### config.mk
export PLATFORM = sky130hd
export DESIGN_NAME = series_ctrl
export DESIGN_NICKNAME = d
export VERILOG_FILES = /design/src/rtl/series_pkg.sv /design/src/rtl/series_ctrl_term_counter.sv /design/src/rtl/series_ctrl.sv
export SDC_FILE = /design/constraint.sdc
export NUM_CORES = 1
export LEC_CHECK = 0
export ABC_AREA = 1
export ABC_CLOCK_PERIOD_IN_PS = 1900
export CORE_AREA = 2 2 39 41
export CTS_CLUSTER_DIAMETER = 150
export CTS_CLUSTER_SIZE = 24
export DETAILED_ROUTE_END_ITERATION = 16
export DIE_AREA = 0 0 41 43
export PLACE_DENSITY_LB_ADDON = 0.1
export SLEW_MARGIN = 10
export SYNTH_ARGS = -nofsm -noshare
export SYNTH_HDL_FRONTEND = slang
export SYNTH_HIERARCHICAL = 1
export SYNTH_SLANG_ARGS = --single-unit
export TNS_END_PERCENT = 50
### constraint.sdc
create_clock -name clk -period 1.9 [get_ports clk]
set_clock_uncertainty 0.2 [all_clocks]
set_input_delay 0.285 -clock clk [delete_from_list [all_inputs] [get_ports clk]]
set_output_delay 0.285 -clock clk [all_outputs]
set_load 0.05 [all_outputs]
### src/rtl/series_pkg.sv
// Shared types and constants for the series-evaluation controller.
package series_pkg;

  typedef enum logic [2:0] {
    ST_IDLE,
    ST_INIT,
    ST_ACC,
    ST_MUL_X,
    ST_MUL_L,
    ST_CHECK,
    ST_DONE
  } series_state_t;

  localparam logic MODE_ADD = 1'b0;
  localparam logic MODE_SUB = 1'b1;

  localparam logic SEL_X_IN  = 1'b0;
  localparam logic SEL_T_ONE = 1'b0;
  localparam logic SEL_T_MUL = 1'b1;

endpackage

### src/rtl/series_ctrl_term_counter.sv
// Term counter: CNT_W-bit up counter with sync clear/enable and a
// terminal-count flag at N_TERMS-1.
module term_counter #(
  parameter int unsigned CNT_W   = 3,
  parameter int unsigned N_TERMS = 8
) (
  input  logic             clk,
  input  logic             rst,
  input  logic             clr_i,
  input  logic             en_i,
  output logic [CNT_W-1:0] count_o,
  output logic             tc_o
);

  logic [CNT_W-1:0] count_q;
  logic [CNT_W-1:0] count_d;

  always_comb begin
    count_d = count_q;
    if (clr_i) begin
      count_d = '0;
    end else if (en_i) begin
      count_d = count_q + CNT_W'(1);
    end
  end

  always_ff @(posedge clk) begin
    if (rst) begin
      count_q <= '0;
    end else begin
      count_q <= count_d;
    end
  end

  assign count_o = count_q;
  assign tc_o    = (count_q == CNT_W'(N_TERMS - 1));

endmodule

### src/rtl/series_ctrl.sv
// Series-evaluation control unit: sequences ACC/MUL_X/MUL_L/CHECK per term
// and stops at N_TERMS or when the datapath reports the sum reached the bound.
module series_ctrl
  import series_pkg::*;
#(
  parameter int unsigned N_TERMS  = 8,
  parameter int unsigned CNT_W    = 3,
  parameter int unsigned ALT_SIGN = 0
) (
  input  logic             clk,
  input  logic             rst,
  input  logic             start,
  input  logic             gt,
  output logic             busy,
  output logic             done,
  output logic             hit_bound,
  output logic             sum_clr,
  output logic             counter_en,
  output logic             sel_1,
  output logic             sel_2,
  output logic             sel_x,
  output logic             sel_t,
  output logic             load_x,
  output logic             load_m,
  output logic             load_t,
  output logic             mode,
  output logic [CNT_W-1:0] lut_addr
);

  series_state_t    state_q;
  series_state_t    state_d;
  logic             hit_bound_q;
  logic             hit_bound_d;
  logic             cnt_clr;
  logic             cnt_inc;
  logic             cnt_tc;
  logic [CNT_W-1:0] count;

  term_counter #(
    .CNT_W   (CNT_W),
    .N_TERMS (N_TERMS)
  ) u_term_counter (
    .clk     (clk),
    .rst     (rst),
    .clr_i   (cnt_clr),
    .en_i    (cnt_inc),
    .count_o (count),
    .tc_o    (cnt_tc)
  );

  // Next-state; the gt=0 exit outranks the terminal-count exit.
  always_comb begin
    state_d     = state_q;
    hit_bound_d = hit_bound_q;
    cnt_clr     = 1'b0;
    cnt_inc     = 1'b0;
    case (state_q)
      ST_IDLE: begin
        if (start) begin
          state_d = ST_INIT;
        end
      end
      ST_INIT: begin
        hit_bound_d = 1'b0;
        cnt_clr     = 1'b1;
        state_d     = ST_ACC;
      end
      ST_ACC:   state_d = ST_MUL_X;
      ST_MUL_X: state_d = ST_MUL_L;
      ST_MUL_L: state_d = ST_CHECK;
      ST_CHECK: begin
        if (!gt) begin
          hit_bound_d = 1'b1;
          state_d     = ST_DONE;
        end else if (cnt_tc) begin
          state_d = ST_DONE;
        end else begin
          cnt_inc = 1'b1;
          state_d = ST_ACC;
        end
      end
      ST_DONE:  state_d = ST_IDLE;
      default:  state_d = ST_IDLE;
    endcase
  end

  always_ff @(posedge clk) begin
    if (rst) begin
      state_q     <= ST_IDLE;
      hit_bound_q <= 1'b0;
    end else begin
      state_q     <= state_d;
      hit_bound_q <= hit_bound_d;
    end
  end

  // Moore strobe decode from the registered state and count.
  always_comb begin
    sum_clr    = 1'b0;
    counter_en = 1'b0;
    sel_1      = 1'b0;
    sel_2      = 1'b0;
    sel_x      = 1'b0;
    sel_t      = 1'b0;
    load_x     = 1'b0;
    load_m     = 1'b0;
    load_t     = 1'b0;
    mode       = MODE_ADD;
    done       = 1'b0;
    case (state_q)
      ST_INIT: begin
        sel_x   = SEL_X_IN;
        load_x  = 1'b1;
        sel_t   = SEL_T_ONE;
        load_t  = 1'b1;
        sum_clr = 1'b1;
      end
      ST_ACC: begin
        load_m = 1'b1;
        mode   = ((ALT_SIGN != 0) && count[0]) ? MODE_SUB : MODE_ADD;
      end
      ST_MUL_X: begin
        sel_t  = SEL_T_MUL;
        load_t = 1'b1;
      end
      ST_MUL_L: begin
        sel_2  = 1'b1;
        sel_t  = SEL_T_MUL;
        load_t = 1'b1;
      end
      ST_CHECK: counter_en = 1'b1;
      ST_DONE:  done = 1'b1;
      default: ;
    endcase
  end

  assign busy      = (state_q != ST_IDLE);
  assign hit_bound = hit_bound_q;
  assign lut_addr  = count;

endmodule

==> results by group <==
Critical path
  – Worst R2R End: u_term_counter/count_o[0]
  – Arrival time at the worst endpoint: 1.28 ns
  – Logic depth of the worst register-to-register path: 6
  – Setup crit end kind: output port
  – Reg2reg start: u_term_counter/count_o[0]
  – Worst Path Max Fanout: 8
  – End point of the critical path: load_x
  – Required time of the worst setup path: 1.41 ns
  – Critical path origin: state_q[0]
  – Worst-case register-to-register setup slack: 0.27 ns
  – Classification of the worst setup path: reg -> out
  – Kind of start point of the critical path: register

Clock tree
  – Maximum root-to-sink buffer count: 2
  – CTS Root Cell: sky130_fd_sc_hd__clkbuf_4
  – Inserted Clock Buffers: 3
  – # hold bufs at CTS: 0
  – Clock insertion delay at the later pin of the skew report: 0.25 ns
  – Post-cts resize count: 0
  – Clock tree from TritonCTS: done
  – Clock-pin slew on the worst setup and hold paths: 0.06 ns
  – Number of H-tree levels: 1
  – Setup Buffers After CTS: 0
  – Clock tree sinks: 7

Worst hold path
  – Min-delay worst type: reg -> reg

STA
  – Total negative setup slack: 0 ns
  – Max Transition Viols Final: 0
  – Fmax: 565.3 MHz
  – Period utilisation layout: 0.9311
  – Setup-failing EPs final: 0
  – Worst hold slack after final layout: 0.2487 ns
  – Setup repair after global routing missed its margin: false
  – Final Hold Viols: 0
  – Final critical path time including I/O delays and setup: 1.769 ns
  – Minimum setup slack in the final design: 0.1309 ns

Synth
  – Cell count after synthesis: 67
  – Number of register bits inferred by synthesis: 7
  – Post-synthesis xor/xnor area fraction: 0
  – Dominant combinational cell family by area after synthesis: simple AND/OR/NAND/NOR gates
  – FFs w/ async S/R, synth: 0
  – Post-synthesis cell area: 432.9 µm²
  – Number of enable-type register cells in the synthesized netlist: 0
  – Leading cell types by total area after synthesis: sky130_fd_sc_hd__dfxtp_1 32%, sky130_fd_sc_hd__inv_1 10%, sky130_fd_sc_hd__nand2_1 10%
  – Mean Syn Cell Area: 6.461 µm²
  – Share of the synthesized area in the top cell type: 0.3237
  – Post-synthesis compound-gate area fraction: 0.03468
  – Largest area contributor in the netlist: sky130_fd_sc_hd__dfxtp_1
  – Warnings, synthesis: 6
  – Number of distinct standard cells referenced by the synthesized netlist: 15
  – Share of synthesized area spent on multiplexers: 0
  – Area share of and/or/nand/nor cells after synthesis: 0.3497
  – Ranking of synthesized cells by instance count: 12 x sky130_fd_sc_hd__inv_1, 12 x sky130_fd_sc_hd__nand2_1, 9 x sky130_fd_sc_hd__nor2_1
  – Prevailing post-synth register cell: sky130_fd_sc_hd__dfxtp_1
  – Post-synthesis share of cell area spent on full adders, half adders and majority gates: 0.05780
  – Seq/Total Area, Yosys: 0.3237

Detailed routing
  – Final routed wirelength across all metal layers: 882 µm
  – Number of vias per cell: 4.330
  – Routed via count: 433
  – DR WL/cell: 8.820 µm
  – Total iterations of the first detailed-routing run: 4
  – DR DRC count: 0
  – Initial drt markers: 6
  – Routed Antenna Nets: 0

Run
  – Maximum capacitance violations: 0

Final layout
  – Layout overhead on the synthesized area: 59.54%
  – Count of nets after finishing: 91
  – Diode count: 0
  – Fin util: 0.4991
  – Fraction of final layout cells with drive strength greater than 1: 0.3095

Global route
  – Global-route wire length before repair: 1414 µm
  – Maximum number of pins on one net before global-route repair: 9
  – Total congestion overflow after global routing: 0
  – Number of global-route vias before repair: 328
  – Initial antenna violation count: 0
  – Overall Global Routing Usage: 0.1266

Status
  – Status: complete, no violations

Placement
  – HPWL after detailed placement: 724.1 µm
  – Routability cong.: 0.7483
  – Count of buffers inserted at the top-level ports: 16
  – Setup slack at placement: 0.1840 ns

Power and ir drop
  – Pwr Total: 0.5452 mW
  – Reported leakage power: 0.3556 nW
  – IR Drop Worst-Case VDD: 0.0003531 V
  – Pwr/cell area: 789.3 nW/µm²

Floorplanning
  – Initial core utilization: 0.3128
  – Floorplan Core Area: 1384 µm²
  – Height of the chip: 43 µm
  – Die Footprint: 1763 µm²
  – Number of top-level pins: 20
  – Number of standard-cell rows in the floorplan: 14
  – Horiz. Die Dim: 41 µm
-- stage by stage --
stage,cell area (µm²),std cells
5_1_grt,690.7,100
6_report,690.7,100
4_1_cts,690.7,100
2_1_floorplan,445.4,69
3_5_place_dp,664.4,96
3_3_place_gp,664.4,96
-- worst min-delay path by stage --
stage / start / end / cells after the start
after floorplan: rst / state_q[2] / 1
after global placement: hit_bound / hit_bound / 2
after detailed placement: hit_bound / hit_bound / 2
after CTS: hit_bound / hit_bound / 2
after global routing: hit_bound / hit_bound / 2
final: hit_bound / hit_bound / 2
-- sequential cells by signal, indices dropped and copies added (netlist names) --
signal	cells
hit_bound	1
state_q	3
u_term_counter/count_o	3
-- power breakdown --
part / switching, mW / internal, mW
clock network: 0.0583 / 0.0804
registers: 0.0119 / 0.155
logic: 0.142 / 0.0976
-- critical path, stage by stage, from the launching register on --
cell and delay (ns):
sky130_fd_sc_hd__dfxtp_1 0.48, sky130_fd_sc_hd__nand3_1 0.18, sky130_fd_sc_hd__inv_1 0.21, sky130_fd_sc_hd__buf_12 0.17
-- layer usage --
layer	wire [µm]	track usage	up-vias
met2	441	0.1500	10
li1	-	-	226
met3	35	0.07853	0
met5	0	0	-
met1	405	0.1645	197
met4	0	0.08000	0
-- area by class of cell --
cell class / count / area, µm²
flip-flops and latches: 7 / 140.1
clock buffers: 4 / 26.28
inverters: 15 / 56.30
well taps: 16 / 20.02
fillers: 135 / 693.2
multi-input cells: 42 / 207.7
repair buffers: 16 / 240.2
-- cell families after synthesis --
kind of cell / Yosys count
AOI/OAI and AO/OA: 3
adders and majority gates: 2
buffers and inverters: 20
DFF: 7
other: 1
and+or+nand+nor: 34
-- cells in the final DEF, fill, tap and decap left out --
cell | Yosys | final
sky130_fd_sc_hd__a21oi_1 | 2 | 2
sky130_fd_sc_hd__buf_12 | 0 | 9
sky130_fd_sc_hd__buf_4 | 4 | 4
sky130_fd_sc_hd__clkbuf_1 | 0 | 1
sky130_fd_sc_hd__clkbuf_4 | 0 | 3
sky130_fd_sc_hd__clkdlybuf4s50_1 | 0 | 3
sky130_fd_sc_hd__conb_1 | 1 | 3
sky130_fd_sc_hd__dfxtp_1 | 7 | 7
sky130_fd_sc_hd__ha_1 | 2 | 2
sky130_fd_sc_hd__inv_1 | 12 | 12
sky130_fd_sc_hd__inv_2 | 3 | 3
sky130_fd_sc_hd__nand2_1 | 12 | 12
sky130_fd_sc_hd__nand2_2 | 2 | 2
sky130_fd_sc_hd__nand3_1 | 6 | 6
sky130_fd_sc_hd__nor2_1 | 9 | 9
sky130_fd_sc_hd__nor2_2 | 4 | 4
sky130_fd_sc_hd__nor3_2 | 0 | 1
sky130_fd_sc_hd__o21ai_1 | 1 | 1
(Power assumes the default switching activity.)
